File: config.mk
export PLATFORM = sky130hd
export DESIGN_NAME = mesi_snoop_responder
export DESIGN_NICKNAME = d
export VERILOG_FILES = /design/src/rtl/mesi_snoop_responder.sv
export SDC_FILE = /design/constraint.sdc
export NUM_CORES = 1
export LEC_CHECK = 0
export ABC_AREA = 1
export CAP_MARGIN = 10
export CORE_MARGIN = 4
export CORE_UTILIZATION = 44
export CTS_CLUSTER_SIZE = 14
export DETAILED_ROUTE_END_ITERATION = 10
export PLACE_DENSITY = 0.7
export SLEW_MARGIN = 10
export SYNTH_ARGS = -nofsm -noshare
export SYNTH_HDL_FRONTEND = slang
export SYNTH_SLANG_ARGS = --single-unit
File: constraint.sdc
create_clock -name clk -period 6.5 [get_ports clk]
set_clock_uncertainty 0.05 [all_clocks]
set_input_delay 1.95 -clock clk [delete_from_list [all_inputs] [get_ports clk]]
set_output_delay 1.95 -clock clk [all_outputs]
set_load 0.1 [all_outputs]
File: src/rtl/mesi_snoop_responder.sv
// mesi_snoop_responder: bus-side MESI snoop responder that holds line states, answers snoops and runs writebacks
// Ports:
//   clk, reset             clock; asynchronous active-high reset (all lines I, FSM IDLE)
//   snp_valid/snp_ready    snoop request handshake; snp_op (READ/RFO/INVALIDATE/WRITE), snp_idx
//   snp_rsp_valid          one-cycle response strobe with snp_result (NOHIT/HIT/HITM, held until next response)
//   wb_req/wb_idx/wb_ack   writeback handshake used before a HITM response
//   loc_valid/loc_ready    local controller state-write handshake; loc_idx, loc_state
//   rd_idx/rd_state        combinational read of committed line state
//   proto_err              one-cycle pulse alongside a response to an illegal snoop
module mesi_snoop_responder #(
  parameter int NUM_LINES = 16,
  parameter int IDX_W     = 4
) (
  input  logic             clk,
  input  logic             reset,
  input  logic             snp_valid,
  output logic             snp_ready,
  input  logic [1:0]       snp_op,
  input  logic [IDX_W-1:0] snp_idx,
  output logic             snp_rsp_valid,
  output logic [1:0]       snp_result,
  output logic             wb_req,
  output logic [IDX_W-1:0] wb_idx,
  input  logic             wb_ack,
  input  logic             loc_valid,
  output logic             loc_ready,
  input  logic [IDX_W-1:0] loc_idx,
  input  logic [1:0]       loc_state,
  input  logic [IDX_W-1:0] rd_idx,
  output logic [1:0]       rd_state,
  output logic             proto_err
);
  typedef enum logic [1:0] {IDLE, EVAL, WB, RESP} state_t;
  localparam logic [1:0] ST_I = 2'b00, ST_S = 2'b01, ST_E = 2'b10, ST_M = 2'b11;
  localparam logic [1:0] OP_READ = 2'b00, OP_INV = 2'b10, OP_WRITE = 2'b11;
  localparam logic [1:0] RES_NOHIT = 2'b00, RES_HIT = 2'b01, RES_HITM = 2'b10;
  state_t           state_q, state_d;
  logic [1:0]       lines_q [NUM_LINES];
  logic [1:0]       lines_d [NUM_LINES];
  logic [1:0]       op_q, op_d;
  logic [IDX_W-1:0] idx_q, idx_d;
  logic [1:0]       result_q, result_d;
  logic             perr_q, perr_d;
  logic [IDX_W-1:0] wb_idx_q, wb_idx_d;
  logic             idx_ok, loc_ok, rd_ok, hit, need_wb, commit, err;
  logic [1:0]       cur, nxt, res;
  // Indices beyond NUM_LINES only exist when NUM_LINES is not a power of two; they read as I.
  assign idx_ok = int'(idx_q) < NUM_LINES;
  assign loc_ok = int'(loc_idx) < NUM_LINES;
  assign rd_ok  = int'(rd_idx) < NUM_LINES;
  assign cur    = idx_ok ? lines_q[idx_q] : ST_I;
  assign hit    = cur != ST_I;
  // READ and RFO (op[1]==0) to a Modified line must write the line back first.
  assign need_wb = cur == ST_M && !op_q[1];
  assign nxt = op_q == OP_READ ? (hit ? ST_S : ST_I) : op_q == OP_WRITE ? cur : ST_I;
  assign res = (!hit || op_q == OP_WRITE) ? RES_NOHIT : need_wb ? RES_HITM : RES_HIT;
  // Another cache invalidating our exclusive copy, or writing back a line we hold, is illegal.
  assign err = op_q == OP_INV ? (cur == ST_M || cur == ST_E) : op_q == OP_WRITE ? hit : 1'b0;
  assign commit = (state_q == EVAL && !need_wb) || (state_q == WB && wb_ack);
  always_comb begin
    state_d  = state_q;
    lines_d  = lines_q;
    op_d     = op_q;
    idx_d    = idx_q;
    result_d = result_q;
    wb_idx_d = wb_idx_q;
    perr_d   = 1'b0;
    case (state_q)
      IDLE: begin
        if (snp_valid) begin
          op_d    = snp_op;
          idx_d   = snp_idx;
          state_d = EVAL;
        end else if (loc_valid && loc_ok) begin
          lines_d[loc_idx] = loc_state;
        end
      end
      EVAL: begin
        if (need_wb) begin
          state_d  = WB;
          wb_idx_d = idx_q;
        end
      end
      default: ;
    endcase
    if (commit) begin
      if (idx_ok) lines_d[idx_q] = nxt;
      result_d = res;
      perr_d   = err;
      state_d  = RESP;
    end
    if (state_q == RESP) state_d = IDLE;
  end
  always_ff @(posedge clk or posedge reset) begin
    if (reset) begin
      state_q  <= IDLE;
      lines_q  <= '{default: ST_I};
      op_q     <= 2'b00;
      idx_q    <= '0;
      result_q <= RES_NOHIT;
      perr_q   <= 1'b0;
      wb_idx_q <= '0;
    end else begin
      state_q  <= state_d;
      lines_q  <= lines_d;
      op_q     <= op_d;
      idx_q    <= idx_d;
      result_q <= result_d;
      perr_q   <= perr_d;
      wb_idx_q <= wb_idx_d;
    end
  end
  assign snp_ready     = state_q == IDLE;
  assign loc_ready     = state_q == IDLE && !snp_valid;
  assign snp_rsp_valid = state_q == RESP;
  assign snp_result    = result_q;
  assign wb_req        = state_q == WB;
  assign wb_idx        = wb_idx_q;
  assign proto_err     = perr_q;
  assign rd_state      = rd_ok ? lines_q[rd_idx] : ST_I;
endmodule

# Yosys cells after proc, flatten, opt, wreduce, memory -nomap -nowiden
# Cells that the tools add are included.
dict set report op_classes {
  magnitude_cmp 5
  eq_ne 9
  muxes 29
  n_bitwise 3
  n_reduce_logical 20
}
# op n
set ops {}
lappend ops {{32-bit two-way mux} 4}
lappend ops {{32-bit bitwise mux} 2}
lappend ops {{2-bit two-way mux} 14}
lappend ops {{2-bit binary-select mux with 4-bit select} 2}
lappend ops {{2-bit demux with 4-bit select} 2}
lappend ops {{5-bit greater-or-equal comparator (second input constant)} 3}
lappend ops {{4-bit inverter with 5-bit output} 3}
lappend ops {{2-bit == test (second input constant)} 6}
lappend ops {{5-bit by 1-bit < comparator with 1-bit output (second input constant)} 2}
lappend ops {{1-bit logical AND} 6}
lappend ops {{1-bit zero test} 4}
lappend ops {{2-bit zero test} 2}
lappend ops {{1-bit two-way mux} 4}
lappend ops {{4-bit by 2-bit != test with 1-bit output (second input constant)} 1}
lappend ops {{4-bit != test (second input constant)} 1}
lappend ops {{2-bit case mux with 2 select lines} 1}
lappend ops {{2-bit AND reduction} 2}
lappend ops {{4-bit nonzero test} 1}
lappend ops {{1-bit logical OR} 3}
lappend ops {{3-bit AND reduction} 1}
lappend ops {{2-bit by 1-bit == test with 1-bit output (second input constant)} 1}
lappend ops {{2-bit nonzero test} 1}
dict set report totals {
  reg_bits 47
  inputBits 21
  out_inout_bits 13
  word_cells 88
}

# Logic depth before layout (Yosys ltp)
dict set report logic_depth {
  ltp_word 11
  ltp_mapped 17
  depth_no_buf 15
}

# Least setup slack after synthesis
# Ideal clock, no wire load.
dict set report synth_timing {
  path_type {input port to output port}
  startpoint {input rd_idx[0]}
  endpoint {output rd_state[1]}
  arrival_time_ps 3535
  t_required_ps 4500
  setup_slack_ps 965
  path_stages 6
  path_buffers 2
  path_cell_list {clkbuf_1 > clkbuf_1 > o21ai_0 > o221ai_1 > o211ai_1 > nand2_1}
}
dict set report synth_between {
  elab_chain_len 4
}
# item line_no
set synth_lines {}
lappend synth_lines {{from (decl)} 29} ;# input logic [IDX_W-1:0] rd_idx,
lappend synth_lines {{4-bit inverter with 5-bit output (not written as such)} 120} ;# assign rd_state = rd_ok ? lines_q[rd_idx] : ST_I;
lappend synth_lines {{2-bit binary-select mux with 4-bit select} 120}
lappend synth_lines {{2-bit two-way mux (not written as such) (2 in series)} 120}
lappend synth_lines {{to (decl)} 30} ;# output logic [1:0] rd_state,
# Every way passes these cells. The select of a mux whose other input is x is not followed.

# Worst setup path in the final report
# Ends and elaborated chain as after synthesis.

==> metrics.md <==
| Metric | Value |
|---|---|
| Clk sinks | `47` |
| Fin worst setup slack | `0.615 ns` |
| Crit path time final | `5.88 ns` |
| Final setup violation count | `0` |
| Die Wd | `a little under 100 um` |
| Area grow syn2layout | `12.7%` |
| Antenna violations before repair | `0` |
| Power per cell area | `419 nW/um^2` |
| CTS tree | `yes` |
| Fin crit share | `90.5%` |
| Most frequent cells in the layout | `282 x nand2_1, 64 x o21ai_0, 51 x inv_1, 47 x dfrtp_1, 40 x nor2_1` |
| Clk slew on worst S/H paths | `about 0.1 ns` |
| Ant. Diodes | `0` |
| Static Leakage | `around 2.0 nW` |
| Startpoint Class | `input port` |
| Row count | `32` |
| GRT overflow | `0` |
| Outcome | `finished, final reports clean` |
| Synth warn | `0` |
| Hold Fails Final Rpt | `0` |
| DP Wirelength | `7180 um` |
| CP cell instances | `clkdlybuf4s50_1 > inv_1 > o21ai_0 > o221ai_1 > o211ai_1 > nand2_1 > buf_12` |
| RSZ-0062 raised after global routing | `false` |
| Post-CTS sizing | `0` |
| Crit path max fanout | `24` |
| Net Count, Synth | `628` |
| H-tree Lvls | `2` |
| Critical Path Sink Type | `primary output` |
| Initial Util | `between 40% and 50%` |
| First-pass GRT wire length | `roughly 17000 um` |
| Slew Limit Fails | `0` |
| Clock tree buffer depth | `2` |
| Core Region | `7890 um^2` |
| Avg WL per Cell | `14.2 um` |
| Drt initial violations | `366` |
| Layout cells sized above 1 | `4.67%` |
| Mapped Avg Cell Area | `6.04 um^2` |
| TritonCTS Buffers | `5` |
| Maximum vdd drop | `just under 0.0004 V` |
| Syn Inst Count | `603` |
| Crit path DAT | `3.88 ns` |
| Final WL | `10200 um` |
| DRC Markers | `0` |
| Slew HR | `approximately a third` |
| Drt pass-1 iters | `5` |
| Via count | `slightly below 4k` |
| CTS root buffer | `clkbuf_8` |
| RePlAce Congestion | `0.911` |
| Worst-Skew Late Latency | `about 0.31 ns` |
| Area leader, netlist | `dfrtp_1` |
| GRT Total Usage | `21.2%` |
| Hold Crit Class | `register to register` |
| IO Pins | `34` |
| Max Freq | `roughly 170 MHz` |
| Largest net degree at the start of global routing | `48` |
| Critical path type | `input port to primary output` |
| Vias in the first global route | `3350` |
| Fin nets | `645` |
| CP max stage delay | `1.00 ns` |
| IO Port Bufs | `33` |
| Slew at the pin with the worst max-slew slack | `1.01 ns` |
| Setup WS pre-CTS | `between 0.6 and 0.7 ns` |
| Synth area leaders | `dfrtp_1 32%, nand2_1 29%, o21ai_0 8.8%` |
| Most common cell after layout, fill and taps aside | `nand2_1` |
| Die Area | `9790 um^2` |
| Routed Antenna Nets | `0` |
| Sequential element share of the synthesized area | `32.3%` |
| Worst hold slack | `about 0.46 ns` |
| Crit path required time | `around 4.5 ns` |
| Yosys top cell area share | `32.3%` |
| Tot Pwr | `0.00172 W` |
| MaxCap Viol Count | `0` |
| Number of hold buffers added after CTS | `0` |
| Setup TNS | `0 ns` |
| CP max-delay cell | `clkdlybuf4s50_1` |
| Die Height | `approximately 99 um` |
| Netlist cell types | `27` |
| Mapped cell area | `~3600 um^2` |
| Post-synthesis register bit count | `47` |
| Via density | `between 5 and 6` |
| Post-CTS setup buffers | `0` |
-- state kept, by name (all words and copies together) (netlist names) --
name        flops
proto_err       1
snp_result      2
state_q         2
lines_q        32
op_q            2
idx_q           4
wb_idx          4
-- layout make-up --
class	count	area, um^2
clock inverter	2	35.0
tap	102	128
multi-input combinational	475	2110
clock buffer	6	82.6
timing repair buffer	34	355
fill	777	3780
inverter	57	214
sequential	47	1180
-- cells in the mapped netlist --
master,n
o21a_1,3
o221ai_1,1
o21ai_0,64
ha_1,4
nor2_1,40
buf_4,3
nand2_2,4
nand3_4,1
nand4_1,4
nor2_2,1
a22oi_2,1
inv_1,52
clkbuf_1,12
inv_2,5
dfrtp_1,47
nand2_4,2
buf_6,4
nor3_1,2
o211ai_1,6
mux2_2,2
nand2_1,282
o22ai_1,1
o21ai_1,2
a21oi_1,12
buf_2,5
nand3_1,38
mux2i_1,5
-- worst max-delay path: cells and delay by family --
family,cells,cell delay (ns)
buf+inv,3,1.37
compound gates,3,0.45
simple gates,1,0.11
-- report_power, final --
part | internal (W) | switching [W]
logic | 0.000271 | 0.000694
clock network | 0.000125 | 0.000107
registers | 0.000393 | 0.000131
-- cell families after synthesis --
logic type / Yosys count / share of synthesized area (%)
flip-flops: 47 / 32.3
buffers and inverters: 81 / 9.66
adder cells (fa/ha/maj): 4 / 1.37
multiplexers: 7 / 1.99
AO/OA/AOI/OAI: 90 / 13.3
AND/OR/NAND/NOR: 374 / 41.3
-- stage by stage --
step	area, um^2	cells	utilization, %
floorplan	3640	603	-
global placement	3990	715	50.5
detailed placement	3990	715	50.5
CTS	4100	723	52.0
global route	4100	723	52.0
finish	4100	723	52.0
-- routing by layer --
layer / vias up / routed length (um) / track usage (%)
met1: 1749 / 4700 / 31.2
met5: - / 0 / 0
met2: 161 / 4610 / 32.9
li1: 1928 / - / -
met3: 15 / 767 / 2.76
met4: 0 / 167 / 5.57
-- path summary, 6_finish.rpt --
kind,slack (ns),cells after the start,start,endpoint
max in group asynchronous,3.64,2,reset,lines_q[25]
min in group asynchronous,2.14,2,reset,lines_q[9]
min reg2reg,0.46,1,wb_idx[2],wb_idx[2]
max reg2reg,3.62,14,idx_q[0],snp_result[0]
max,0.62,7,rd_idx[0],rd_state[1]
min,0.46,1,wb_idx[2],wb_idx[2]
(Power assumes the default switching activity.)
==> RTL change 1 (same flow settings) <==
Set the parameter `IDX_W` to 5 (it was 4).
--- a/src/rtl/mesi_snoop_responder.sv
+++ b/src/rtl/mesi_snoop_responder.sv
@@ -10,5 +10,5 @@
 module mesi_snoop_responder #(
   parameter int NUM_LINES = 16,
-  parameter int IDX_W     = 4
+  parameter int IDX_W     = 5
 ) (
   input  logic             clk,
Interface: changed (resized loc_idx, rd_idx, snp_idx and wb_idx); port bits go from 34 to 38. No check against the original RTL was run, so the function may have changed too.
==> RTL change 1 against the original RTL <==
- worst setup slack lost 0.075 ns
- largest power group unchanged
- worst hold slack lost 0.026 ns
- highest routed layer unchanged
- routed wire length grew 6.2%
- power shrank 12%
- combinational power shrank 17%
- final area shrank 2.6%
- via count is essentially flat
- synthesized area shrank 3.0%
- critical path depth grew 1
- die area shrank 2.7%
- sequential cell count grew 2
==> RTL change 1: results (changes against the original RTL) <==
- Largest reg by FF count: lines_q (unchanged)
- VDD IR-drop max: 0.000348 V (was 0.000385 V)
- Placed Area: 3910 um2 (was 3990 um2)
- Max-slew violation count: 0 (unchanged)
- Top cells by area, synth: dfrtp_1 (35%), nand2_1 (25%), o21ai_0 (9.8%), nand3_1 (6.2%), nor2_1 (3.1%) (was dfrtp_1 (32%), nand2_1 (29%), o21ai_0 (8.8%), inv_1 (5.4%), nand3_1 (5.2%))
- Via count: 3852 (was 3853)
- Max Fanout on Critical Path: 20 (was 24)
- Sw power: 0.835 mW (was 0.932 mW)
- Clock group: 0.192 mW (was 0.232 mW)
- Met3 Use GR: 3.80% (was 2.76%)
- Number of I/O port buffers: 37 (was 33)
- Cells after DPL: 670 (was 715)
- WL/cell: 16.0 um (was 14.2 um)
- Synth unique cells: 28 (was 27)
- Fraction of layout cells with a size suffix above 1: 4.51% (was 4.67%)
- Global-route wire length before repair: 17900 um (was 16900 um)
- Resize count post-CTS: 0 (unchanged)
- Met1 usage: 32.1% (was 31.2%)
- Synth top cells by count: nand2_1 (236), o21ai_0 (69), dfrtp_1 (49) (was nand2_1 (282), o21ai_0 (64), inv_1 (52))
- Register area share after synthesis: 34.7% (was 32.3%)
- Pleak: 1.83 nW (was 2.04 nW)
- Gpl congestion: 0.904 (was 0.911)
- Iteration-0 DRC count of the detailed router: 376 (was 366)
- Post-synth net total: 584 (was 628)
- Actual slew at the worst max-slew pin: 1.20 ns (was 1.01 ns)
- Vias in the first global route: 3529 (was 3350)
- Antenna violations before repair: 0 (unchanged)
- Largest stage delay, worst path: 0.70 ns (was 1.00 ns)
- Finished Layout Cells: 678 (was 723)
- Hpwl dp: 7690 um (was 7180 um)
- GRT Resource Usage Total: 23.0% (was 21.2%)
- M2 GR Usage: 35.9% (was 32.9%)
- Largest net degree at the start of global routing: 51 (was 48)
- Avg Cell Area, Syn: 6.36 um2 (was 6.04 um2)
- Status: completed (unchanged)
- DP Worst Slack: 0.575 ns (was 0.631 ns)
- Arr. time, crit path: 3.96 ns (was 3.88 ns)
==> RTL change 1: logic make-up (layout without fill, tap and decap cells) <==
group / count (synthesis) / in the layout / synth area share, %
flops: 49 / 49 / 34.7
buf+inv: 57 / 77 / 7.68
mux: 2 / 2 / 0.637
compound gates: 98 / 98 / 14.7
simple gates: 346 / 346 / 40.9
fa+ha+maj: 4 / 4 / 1.42
==> RTL change 1: worst paths after layout <==
path	from	endpoint	slack, ns	cells past startpoint
max	rd_idx[0]	rd_state[1]	0.54	8
min	wb_idx[4]	wb_idx[4]	0.43	2
max reg2reg	idx_q[0]	snp_result[1]	3.33	15
min reg2reg	wb_idx[4]	wb_idx[4]	0.43	2
max in group asynchronous	reset	lines_q[25]	3.89	3
min in group asynchronous	reset	wb_idx[4]	2.06	3
==> RTL change 1: cell type report <==
class	instances	area, um2
inverters	30	115
repair buffers	39	403
flip-flops and latches	49	1230
clock inverters	3	21.3
multi-input cells	450	2040
clock buffers	5	68.8
well taps	102	128
fillers	795	3770
==> RTL change 1: metrics by stage <==
step / utilization, % / total power, mW
after floorplan: - / 1.14
after detailed placement: 50.3 / 1.32
after global placement: 50.3 / 1.30
after global routing: 51.5 / 1.63
final: 51.5 / 1.52
after CTS: 51.5 / 1.51
==> RTL change 1: critical path: cells and delay by family <==
family / cells / cell delay, ns
AO/OA/AOI/OAI: 4 / 0.67
buffers and inverters: 3 / 1.24
AND/OR/NAND/NOR: 1 / 0.10
==> RTL change 1: metal layers <==
metal  vias up  share of wire (%)
met5         -                  0
met1      1774                 43
met4         0                3.2
met3        24                8.1
li1       1873                  -
met2       181                 45
==> RTL change 2 (same settings) <==
Without the edit above. Encoding of `state_t`: now one-hot (4 bits for 4 states).
--- a/src/rtl/mesi_snoop_responder.sv
+++ b/src/rtl/mesi_snoop_responder.sv
@@ -31,5 +31,5 @@
   output logic             proto_err
 );
-  typedef enum logic [1:0] {IDLE, EVAL, WB, RESP} state_t;
+  typedef enum logic [3:0] {IDLE = 4'b0001, EVAL = 4'b0010, WB = 4'b0100, RESP = 4'b1000} state_t;
   localparam logic [1:0] ST_I = 2'b00, ST_S = 2'b01, ST_E = 2'b10, ST_M = 2'b11;
   localparam logic [1:0] OP_READ = 2'b00, OP_INV = 2'b10, OP_WRITE = 2'b11;
Formal check against the unedited RTL: no difference found for any inputs over 4 cycles, from zero or initial values and one cycle with reset high; so few cycles prove little.
==> RTL change 2 against the original RTL <==
- global-route usage rose by 0.84 points
- critical path depth rose by 1
- sequential cell count rose by 2
- final area fell by 2.2%
- largest cell class unchanged
- synthesized cell count rose by 1.3%
- die area fell by 1.7%
- routed wire length rose by 2.4%
- synthesized area fell by 1.9%
- critical endpoint is now rd_state[0]
- final cell count rose by 1.7%
- worst setup slack got worse by 0.014 ns
Power is not compared: it rests on default switching activity, and its combinational part moved more than twofold at a synthesized area within 25%.
==> RTL change 2: results (changes against the original RTL) <==
- Status: completed (unchanged)
- Largest net degree at the start of global routing: 50 (was 48)
- Fraction of layout cells with a size suffix above 1: 3.48% (was 4.67%)
- Worst reg-to-reg setup slack: 2.82 ns (was 3.62 ns)
- Vias in the first global route: 3565 (was 3350)
- Min-Delay Endpoint: snp_result[0] (was wb_idx[2])
- Vias per cell: 5.27 (was 5.33)
- Fin crit period: 5.90 ns (was 5.88 ns)
- Nets: 653 (was 645)
- GRT Resource Usage Total: 22.1% (was 21.2%)
- Slew margin rel.: 31.1% (was 32.6%)
- HP Start: snp_result[0] (was wb_idx[2])
- Synth unique cells: 26 (was 27)
- Global-route wire length before repair: 17300 um (was 16900 um)
- Register area share after synthesis: 34.3% (was 32.3%)
- Gpl congestion: 0.894 (was 0.911)
- Iteration-0 DRC count of the detailed router: 347 (was 366)
- Post-synth net total: 632 (was 628)
- FF-to-FF End: wb_idx[1] (was snp_result[0])
- Fill cells: 819 (was 777)
- Top cells by area, synth: nand2_1 (34%), dfrtp_1 (34%), o21ai_0 (10%), inv_1 (6.0%), nor2_1 (5.3%) (was dfrtp_1 (32%), nand2_1 (29%), o21ai_0 (8.8%), inv_1 (5.4%), nand3_1 (5.2%))
- Synth top cells by count: nand2_1 (327), o21ai_0 (73), inv_1 (57) (was nand2_1 (282), o21ai_0 (64), inv_1 (52))
- Hpwl dp: 7440 um (was 7180 um)
- Arr. time, crit path: 3.90 ns (was 3.88 ns)
- Reg2reg path depth: 16 (was 14)
- Max Fanout on Critical Path: 17 (was 24)
[RTL change 2: cell types whose count changed in the layout (fill, tap and decap cells not counted), sizes merged, moves of 4 or more]
| cell | delta |
|---|---|
| a21oi | -10 |
| ha | -4 |
| mux2i | -5 |
| nand2 | +42 |
| nand3 | -34 |
| nor2 | +10 |
| nor3 | +4 |
| o21ai | +11 |
| o221ai | +4 |
[RTL change 2: worst max-delay path, cell delays in order]
cell	delay (ns)
clkdlybuf4s50_1	0.79
inv_1	0.34
a21oi_1	0.20
o21ai_0	0.10
o211ai_1	0.10
nand3_1	0.10
nand2_1	0.13
buf_12	0.18
[RTL change 2: worst max-delay path by stage]
stage,start,endpoint,depth (start not counted)
floorplan,rd_idx[0],rd_state[0],6
global placement,rd_idx[0],rd_state[0],8
detailed placement,rd_idx[0],rd_state[0],8
CTS,rd_idx[0],rd_state[0],8
global route,rd_idx[0],rd_state[1],7
finish,rd_idx[0],rd_state[0],8
[RTL change 2: metrics by stage]
stage	setup slack [ns]	hold WS, ns	cells	instance area [um2]	total power, mW
after detailed placement	0.655	0.422	727	3930	0.427
final	0.601	0.443	735	4010	0.603
after global placement	0.747	0.414	727	3930	0.425
after floorplan	1.17	0.405	611	3570	0.389
after CTS	0.649	0.444	735	4010	0.604
after global routing	0.427	0.460	735	4010	0.632
[RTL change 2: metal layers]
layer  wire [um]  track usage, %  vias to the layer above
met5           0               0                        -
met4         231            7.35                        0
met3         785            3.07                       23
met2        4820            36.2                      177
met1        4640            30.0                     1743
li1            -               -                     1928
[RTL change 2: layout make-up]
cell class                      instances  area [um2]  share of cell area [%]
Clock buffer                            7        76.3                    1.90
Tap cell                              102         128                    3.18
Timing Repair Buffer                   33         348                    8.67
Clock inverter                          1        7.51                   0.187
Inverter                               59         221                    5.52
Multi-Input combinational cell        484        2010                    50.0
Sequential cell                        49        1230                    30.6
[RTL change 2: kinds of logic after synthesis]
logic type / count (synthesis) / synth area share, %
simple gates: 395 / 42.6
compound gates: 89 / 13.5
flops: 49 / 34.3
buf+inv: 78 / 9.52
[RTL change 2: report_power, final]
part | switching, mW | leakage, nW | internal, mW
combinational | 0.0738 | 1.66 | 0.0354
sequential | 0.00540 | 0.485 | 0.307
clock | 0.105 | 0.0385 | 0.0765
total | 0.184 | 2.19 | 0.419
